===== src/rtl/logic_unit_pipe.sv =====
// rtl/logic_unit_pipe.sv - registered bitwise logic unit with handshake, accumulator, flags and transfer count
module logic_unit_pipe #(
    parameter int WIDTH = 8,
    parameter int CNT_W = 16
) (
    input  logic                         CLK,
    input  logic                         RST,
    input  logic                         IN_VALID,
    output logic                         IN_READY,
    input  logic [WIDTH-1:0]             A,
    input  logic [WIDTH-1:0]             B,
    input  logic [2:0]                   OP,
    input  logic                         ACC,
    input  logic                         LOAD,
    output logic                         OUT_VALID,
    input  logic                         OUT_READY,
    output logic [WIDTH-1:0]             Y,
    output logic                         ZERO,
    output logic [$clog2(WIDTH+1)-1:0]   ONES,
    output logic                         PARITY,
    output logic [CNT_W-1:0]             TXN_CNT
);

    localparam int OW = $clog2(WIDTH+1);

    logic [WIDTH-1:0] acc_q;
    logic [WIDTH-1:0] s;
    logic [WIDTH-1:0] r;
    logic [OW-1:0]    ones_c;
    logic             accept;
    logic             xfer;

    // The output slot is free when empty or being drained this same cycle.
    assign IN_READY = !OUT_VALID || OUT_READY;
    assign accept   = IN_VALID && IN_READY;
    assign xfer     = OUT_VALID && OUT_READY;

    always_comb begin
        s = ACC ? acc_q : B;
        r = '0;
        if (LOAD) begin
            r = B;
        end else begin
            case (OP)
                3'b000:  r = A & s;
                3'b001:  r = A | s;
                3'b010:  r = A ^ s;
                3'b011:  r = ~(A & s);
                3'b100:  r = ~(A | s);
                3'b101:  r = ~(A ^ s);
                3'b110:  r = ~A;
                default: r = A;
            endcase
        end
    end

    always_comb begin
        ones_c = '0;
        for (int i = 0; i < WIDTH; i++) begin
            ones_c = ones_c + OW'(r[i]);
        end
    end

    always_ff @(posedge CLK or posedge RST) begin
        if (RST) begin
            OUT_VALID <= 1'b0;
            Y         <= '0;
            ZERO      <= 1'b1;
            ONES      <= '0;
            PARITY    <= 1'b0;
        end else if (accept) begin
            OUT_VALID <= 1'b1;
            Y         <= r;
            ZERO      <= (r == '0);
            ONES      <= ones_c;
            PARITY    <= ^r;
        end else if (xfer) begin
            OUT_VALID <= 1'b0;
        end
    end

    // LOAD seeds the accumulator; a chained op (ACC=1) folds its result back in.
    always_ff @(posedge CLK or posedge RST) begin
        if (RST) begin
            acc_q <= '0;
        end else if (accept && LOAD) begin
            acc_q <= B;
        end else if (accept && ACC) begin
            acc_q <= r;
        end
    end

    always_ff @(posedge CLK or posedge RST) begin
        if (RST) begin
            TXN_CNT <= '0;
        end else if (xfer) begin
            TXN_CNT <= TXN_CNT + 1'b1;
        end
    end

endmodule


===== config.mk =====
export PLATFORM = sky130hd
export DESIGN_NAME = logic_unit_pipe
export DESIGN_NICKNAME = d
export VERILOG_FILES = /design/src/rtl/logic_unit_pipe.sv
export SDC_FILE = /design/constraint.sdc
export NUM_CORES = 1
export LEC_CHECK = 0
export ABC_AREA = 1
export ABC_CLOCK_PERIOD_IN_PS = 4150
export BUFFER_PORTS_ARGS = -buffer_cell sky130_fd_sc_hd__buf_2
export CORE_MARGIN = 3
export CORE_UTILIZATION = 53
export DETAILED_ROUTE_END_ITERATION = 7
export PLACE_DENSITY = 0.73
export SETUP_SLACK_MARGIN = 0.05
export SYNTH_ARGS = -nofsm -noshare
export SYNTH_HDL_FRONTEND = slang
export SYNTH_SLANG_ARGS = --single-unit

===== constraint.sdc =====
create_clock -name CLK -period 4.15 [get_ports CLK]
set_clock_uncertainty 0.2 [all_clocks]
set_input_delay 0.6225 -clock CLK [delete_from_list [all_inputs] [get_ports CLK]]
set_output_delay 0.6225 -clock CLK [all_outputs]
set_load 0.01 [all_outputs]

# Yosys cells after proc, flatten, opt, wreduce, memory -nomap -nowiden
# Cells that the tools add are included.
# word_totals
reg_bits,39
in_bits,25
output_inout_bits,32
word_cells,46
# classes
add_sub_neg,8
eq_ne,6
n_mux,7
bitwise,7
reduce_logical,11
# op_table
operator,n
one-hot mux 8 bit (7 select lines),1
two-way mux 8 bit,4
NOT 8 bit,4
adder 16 x 1 -> 16 bit (second input constant),1
adder 4 x 1 -> 4 bit,4
equality test 3 bit (second input constant),3
bitwise AND 8 bit,1
zero test 8 bit,1
bitwise OR 8 bit,1
parity 8 bit,1
bitwise XOR 8 bit,1
equality test 3 x 2 -> 1 bit (second input constant),2
adder 3 x 1 -> 4 bit,1
logical AND 1 bit,4
nonzero test 2 bit,2
adder 2 x 1 -> 3 bit,1
equality test 3 x 1 -> 1 bit (second input constant),1
zero test 3 bit,1
adder 1 x 1 -> 2 bit,1
two-way mux 1 bit,2
zero test 1 bit,1
logical OR 1 bit,1

# Depth between registers and ports, before layout
# Gate-level depths: netlist of run 1.
# depth
ltp_word,12
ltp_mapped,23

# Worst setup path after synthesis of run 1
# Ideal clock, no wire load.
# synth_timing
path_type,input port to flip-flop
startpoint,input port ACC
endpoint,register ONES[2]
setup_ps,83
t_arrival_ps,4255
setup_slack_ps,-388
cell_stages,21
path_cell_list,clkbuf_1 clkbuf_1 nand2_1 o21ai_0 ha_1 nand4_1 nand2_1 nor2_1 nand2_1 nand2_1 nand2_2 fa_1 inv_1 fa_1 fa_1 inv_1 ha_1 inv_1 fa_1 xor2_1 o21ai_0
# synth_via
elab_chain_len,12
elab_cells_between_ends,16
# synth_rtl
element,line_no,source
"start, declared",13,"input logic ACC,"
two-way mux 8 bit *,39,s = ACC ? acc_q : B;
"bitwise XOR 8 bit, or another cell as far along","47, 50",
"NOT 8 bit, on equally long branches","50, 48, 49",
one-hot mux 8 bit (7 select lines) *,44,case (OP)
two-way mux 8 bit *,41,if (LOAD) begin
named net r[0],28,logic [WIDTH-1:0] r;
adder 1 x 1 -> 2 bit *,60,ones_c = ones_c + OW'(r[i]);
adder 2 x 1 -> 3 bit *,60,
adder 3 x 1 -> 4 bit *,60,
adder 4 x 1 -> 4 bit * (4 in series),60,
"end signal, assigned",75,ONES <= ones_c;
"end, declared",19,"output logic [$clog2(WIDTH+1)-1:0] ONES,"
# The timed path passes the listed nets; every way through them passes the cells marked *.
# A chain may end at the register's enable or synchronous reset.

# Worst setup path in the final report of run 1
# layout_timing
startpoint,input port B[1]
endpoint,register ONES[1]
# layout_via
elab_chain_len,12
elab_cells_between_ends,16
# layout_rtl
element,line_no,source
"start, declared",11,"input logic [WIDTH-1:0] B,"
two-way mux 8 bit,39,
"bitwise XOR 8 bit, or another cell as far along","47, 50",
"NOT 8 bit, on equally long branches","50, 48, 49",
one-hot mux 8 bit (7 select lines),44,
two-way mux 8 bit *,41,
named net r[1],28,
adder 1 x 1 -> 2 bit *,60,
adder 2 x 1 -> 3 bit *,60,
adder 3 x 1 -> 4 bit *,60,
adder 4 x 1 -> 4 bit * (4 in series),60,
# Marks and branches as above.

==> flow_metrics.tcl, run 1 <==
set metrics [dict create \
    outcome "finished clean" \
    diodes 0 \
    fin_crit_sh 0.971 \
    via_per_inst 5.09 \
    end_kind "flop" \
    ant_nets 0 \
    multiInputGateArea_um2 1920 \
    instances_no_fill 628 \
    antenna_found_initial 0 \
    reg2reg_to "ONES[1]" \
    dpl_cell_area_um2 3700 \
    fmax_ghz 0.248 \
    maxSlewViolCount 0 \
    overflow 0 \
    postLayoutCoreUtil 0.709 \
    syn-num-nets 528 \
    ir_drop_uv 336 \
    syn_avg_cell_area_um2 6.68 \
    cts.path.max_buffers 2 \
    path_class "primary input to flop" \
    io_pins 57 \
    synthDistinctLibCells 25 \
    fp.dieW_um 83.4 \
    cap_violations 0 \
    cts_root_buf "clkbuf_8" \
    synth-warning-count 0 \
    drt-initial-drc-count 190 \
    hold_violations 0 \
    holdWs_ns 0.231 \
    final_cell_mix "nand2_1, inv_1, buf_2" \
    synth_top_area_share 0.300 \
    vias 3198 \
    nFillCells 512 \
    ctsHtreeMaxLevel 2 \
    drc_errors 0 \
    die_h_um 83.4 \
    core_um2 5640 \
    grt_setup_unrepaired "true" \
    gp_congestion 0.837 \
    rr_worst_depth 20 \
    cts_sinks 39 \
    synthToLayoutAreaGrowth_pct 25.9 \
    critPathLaunchType "primary input" \
    ys_seq_area_frac 0.308 \
    die_area_um2 6950 \
    clk_latency_ns 0.29 \
    finalPower_mw 1.41 \
    grt_pass1_vias 2968 \
    mostFrequentLayoutCell "nand2_1" \
    initial_core_util 0.563 \
    tightest_slew_ns 0.615 \
    grt_max_degree 40 \
    fin_tns_setup_ns 0 \
    max_slew_margin 0.587 \
    cp.required_ns 4.11 \
    track_usage 0.221 \
    port_buffers 56 \
    ff2ff_setup_slack_ns 0.15 \
    first_pass_iters 4 \
    fin_crit_ns 4.03 \
    finalNetCount 608 \
    dp.cells 617 \
    synth_seq_cells 39 \
    setup_viol 0 \
    pre_cts_slack_ns -0.333 \
    hpwlAfterDp_mm 5.67 \
    synthesis.area_um2 3170 \
    row_count 27 \
    numCtsBuffers 5 \
    yosysTopAreaCell "dfrtp_1" \
    p_per_area_nw_per_um2 354 \
    grt_first_pass_wirelength_mm 13.0 \
    final-seq-area_um2 977 \
    final_area_um2 4000 \
    crit_path_max_fanout 2 \
    clk_pin_slew_ns 0.07 \
    worstPathArrival_ns 3.99 \
    synthCells 475 \
    power.leakage_nw 2.34 \
    r2r-start "acc_q[0]" \
    worstHoldPathType "primary input to async pin" \
    setup_slack_ns 0.121 \
    synth.area.top_cells "dfrtp_1, nand2_1, ha_1, inv_1, nand3_1" \
    cts_tree "built" \
    drive_above_1_share 0.246 \
    wl_mm 7.75 \
    wl_per_cell_um 12.3 \
]
-- synthesized netlist by cell type, drive strengths merged --
library cell	number
nand4	20
nor3	4
inv	83
dfrtp	38
xor2	7
dfstp	1
nand2	176
clkbuf	6
nand3	37
fa	4
nor2	31
buf	11
a21oi	9
ha	24
o21ai	16
xnor2	8
-- repair_timing --
item / in CTS / in global routing
hold buffers: 0 / 0
pin swaps: 6 / 25
cloned: 0 / 1
setup buffers: 1 / 1
setup endpoints to repair: 2 / 2
resized for setup: 11 / 25
-- worst max path at each step --
stage | depth (start not counted) | to | startpoint | slack [ns]
floorplan | 20 | ONES[1] | ACC | -0.17
global placement | 20 | ONES[1] | ACC | -0.18
detailed placement | 18 | ONES[1] | ACC | -0.33
CTS | 20 | ONES[1] | ACC | 0.07
global route | 19 | ONES[2] | B[1] | -0.05
finish | 18 | ONES[1] | B[1] | 0.12
-- worst max-delay path, stage by stage --
cell and delay (ns):
buf_2 0.12, o21ai_4 0.19, ha_4 0.23, nand4_1 0.09
nand2_1 0.06, nor2_1 0.09, nand2_1 0.06, nand2_1 0.07
nand2_2 0.08, fa_1 0.51, inv_1 0.05, fa_1 0.49
fa_1 0.41, inv_1 0.08, ha_2 0.18, inv_2 0.04
fa_2 0.54, o21ai_1 0.05
-- report_power, final --
part / switching, mW / leakage (nW) / internal (mW)
clock: 0.135 / 0.0581 / 0.179
combinational: 0.329 / 1.80 / 0.247
sequential: 0.0633 / 0.491 / 0.460
total: 0.527 / 2.34 / 0.887
-- routing by layer --
metal | global-route usage | wire length [µm] | vias up
li1 | - | - | 1616
met1 | 0.295 | 3520 | 1467
met2 | 0.372 | 3760 | 103
met3 | 0.0337 | 382 | 12
met4 | 0.0609 | 87 | 0
met5 | 0 | 0 | -
-- logic make-up (layout without fill, tap and decap cells) --
logic type / after synthesis / count (layout) / synth area share
and+or+nand+nor: 268 / 268 / 0.366
DFF: 39 / 39 / 0.308
buffers and inverters: 100 / 181 / 0.126
xor gates and xnor gates: 15 / 15 / 0.0414
AOI/OAI and AO/OA: 25 / 25 / 0.0394
adders and majority gates: 28 / 28 / 0.120
-- registers in the layout, summed over array words and instances (netlist names) --
signal	cells
Y	8
ONES	4
acc_q	8
ZERO	1
PARITY	1
TXN_CNT	16
OUT_VALID	1
-- cell type report --
type,instances,share of cell area
multi-input cells,336,0.480
flip-flops and latches,39,0.244
repair buffers,90,0.147
inverters,83,0.0779
well taps,72,0.0225
clock buffers,5,0.0172
clock inverters,3,0.0110
Note: power is estimated with default switching activity, not from simulation.
==> run 2: changes to the inputs <==
Settings changed: CORE_MARGIN 3 to 4, RECOVER_POWER from default to 25.
==> flow_metrics.tcl, run 2 (synthesis gave the netlist of run 1 again) <==
set metrics [dict create \
    outcome "complete, but fails checks" \
    violations "capacitance limit, slew limit" \
    track_usage 0.210 \
    vias 3162 \
    rr_worst_depth 21 \
    cp.required_ns 4.11 \
    fin_tns_setup_ns 0 \
    final_area_um2 3940 \
    final_cell_mix "nand2_1, inv_1, buf_2" \
    fin_crit_sh 0.990 \
    clk_latency_ns 0.30 \
    end_kind "flop" \
    finalNetCount 606 \
    hold_violations 0 \
    grt_first_pass_wirelength_mm 12.7 \
    wl_per_cell_um 12.2 \
    largest_reg_flops 16 \
    row_count 27 \
    first_pass_iters 5 \
    critPathLaunchType "primary input" \
    wl_mm 7.66 \
    diodes 0 \
    numCtsBuffers 5 \
    power.leakage_nw 2.31 \
    cp-endpoint "ONES[2]" \
    die_h_um 85.4 \
    initial_core_util 0.563 \
    top_register "TXN_CNT" \
    antenna_found_initial 0 \
    hpwlAfterDp_mm 5.78 \
    overflow 0 \
    grt_pass1_vias 2860 \
    port_buffers 56 \
    tightest_slew_ns 2.08 \
    synthToLayoutAreaGrowth_pct 24.1 \
    drt-initial-drc-count 117 \
    ff2ff_setup_slack_ns 0.08 \
    p_per_area_nw_per_um2 345 \
    path_class "primary input to flop" \
    cts_sinks 39 \
    fin_crit_ns 4.11 \
    io_pins 57 \
    clk_pin_slew_ns 0.07 \
    drc_errors 0 \
    cts.path.max_buffers 2 \
    holdWs_ns 0.280 \
    worstPathArrival_ns 4.06 \
    startpoint "ACC" \
    ir_drop_uv 275 \
    setup_viol 0 \
    cts_tree "built" \
    finalPower_mw 1.36 \
    cap_violations 1 \
    grt_setup_unrepaired "true" \
    max_slew_margin -0.384 \
    grt_max_degree 40 \
    cts_root_buf "clkbuf_8" \
    crit_path_max_fanout 5 \
    via_per_inst 5.05 \
    die_area_um2 7290 \
    worstHoldPathType "flop to flop" \
    dpl_cell_area_um2 3680 \
    nFillCells 479 \
    fp.dieW_um 85.4 \
    core_um2 5640 \
    fmax_ghz 0.243 \
    reg2reg_to "ONES[2]" \
    ctsHtreeMaxLevel 2 \
    mostFrequentLayoutCell "nand2_1" \
    r2r-start "acc_q[0]" \
    drive_above_1_share 0.236 \
    gp_congestion 0.825 \
    ant_nets 0 \
    reg_top3 "TXN_CNT (16), Y (8), acc_q (8)" \
    maxSlewViolCount 40 \
]
==> run 2: how the worst min path moves through the flow <==
| stage | slack, ns | end | startpoint | cells after the start |
|---|---|---|---|---|
| 6_report | 0.28 | ONES[0] | ONES[0] | 2 |
| 5_1_grt | 0.30 | ZERO | ZERO | 2 |
| 3_3_place_gp | 0.26 | Y[5] | Y[5] | 2 |
| 3_5_place_dp | 0.26 | ONES[0] | ONES[0] | 2 |
| 4_1_cts | 0.24 | Y[0] | RST | 3 |
| 2_1_floorplan | 0.25 | acc_q[2] | acc_q[2] | 2 |
==> run 2: worst max-delay path, stage by stage <==
cell     delay [ns]
buf_12         0.12
nand2_4        0.06
o21ai_4        0.06
ha_4           0.26
inv_1          0.03
nand3_1        0.06
nand2_1        0.05
nor2_1         0.12
nand2_1        0.08
nand2_2        0.07
nand2_2        0.06
fa_1           0.54
inv_2          0.04
fa_1           0.54
fa_1           0.42
inv_1          0.07
ha_2           0.18
inv_2          0.04
fa_2           0.37
xor2_1         0.16
o21ai_1        0.07
==> run 2: metal layers <==
metal | vias up | routed length (µm) | global-route usage
met5 | - | 0 | 0
met1 | 1438 | 3410 | 0.278
met2 | 100 | 3730 | 0.354
li1 | 1616 | - | -
met3 | 8 | 455 | 0.0379
met4 | 0 | 67 | 0.0489
==> run 2: stage by stage <==
| step | std cells | worst slack [ns] | util |
|---|---|---|---|
| after global placement | 614 | -0.176 | 0.653 |
| after global routing | 626 | -0.160 | 0.698 |
| after floorplan | 475 | -0.165 | - |
| after CTS | 622 | 0.0500 | 0.668 |
| final | 626 | 0.0405 | 0.698 |
| after detailed placement | 614 | -0.284 | 0.653 |
==> run 2: power by group <==
group          internal [mW]  total (mW)  switching (mW)
sequential             0.460       0.522          0.0621
clock                  0.117       0.257           0.140
combinational          0.248       0.578           0.330
total                  0.826        1.36           0.532
==> run 2: layout make-up <==
class | instances | area, µm² | area share
clock inverters | 3 | 20.0 | 0.00508
multi-input cells | 336 | 1900 | 0.483
well taps | 72 | 90.1 | 0.0229
inverters | 83 | 312 | 0.0791
repair buffers | 88 | 568 | 0.144
flip-flops and latches | 39 | 977 | 0.248
clock buffers | 5 | 68.8 | 0.0175
==> run 2: repair_timing <==
action | 4_1_cts | 5_1_grt
endpoints found under the setup margin | 1 | 2
hold buffers | 0 | 0
gates cloned | 0 | 1
resized for setup | 1 | 33
setup buffers | 0 | 3
pin swaps | 0 | 27
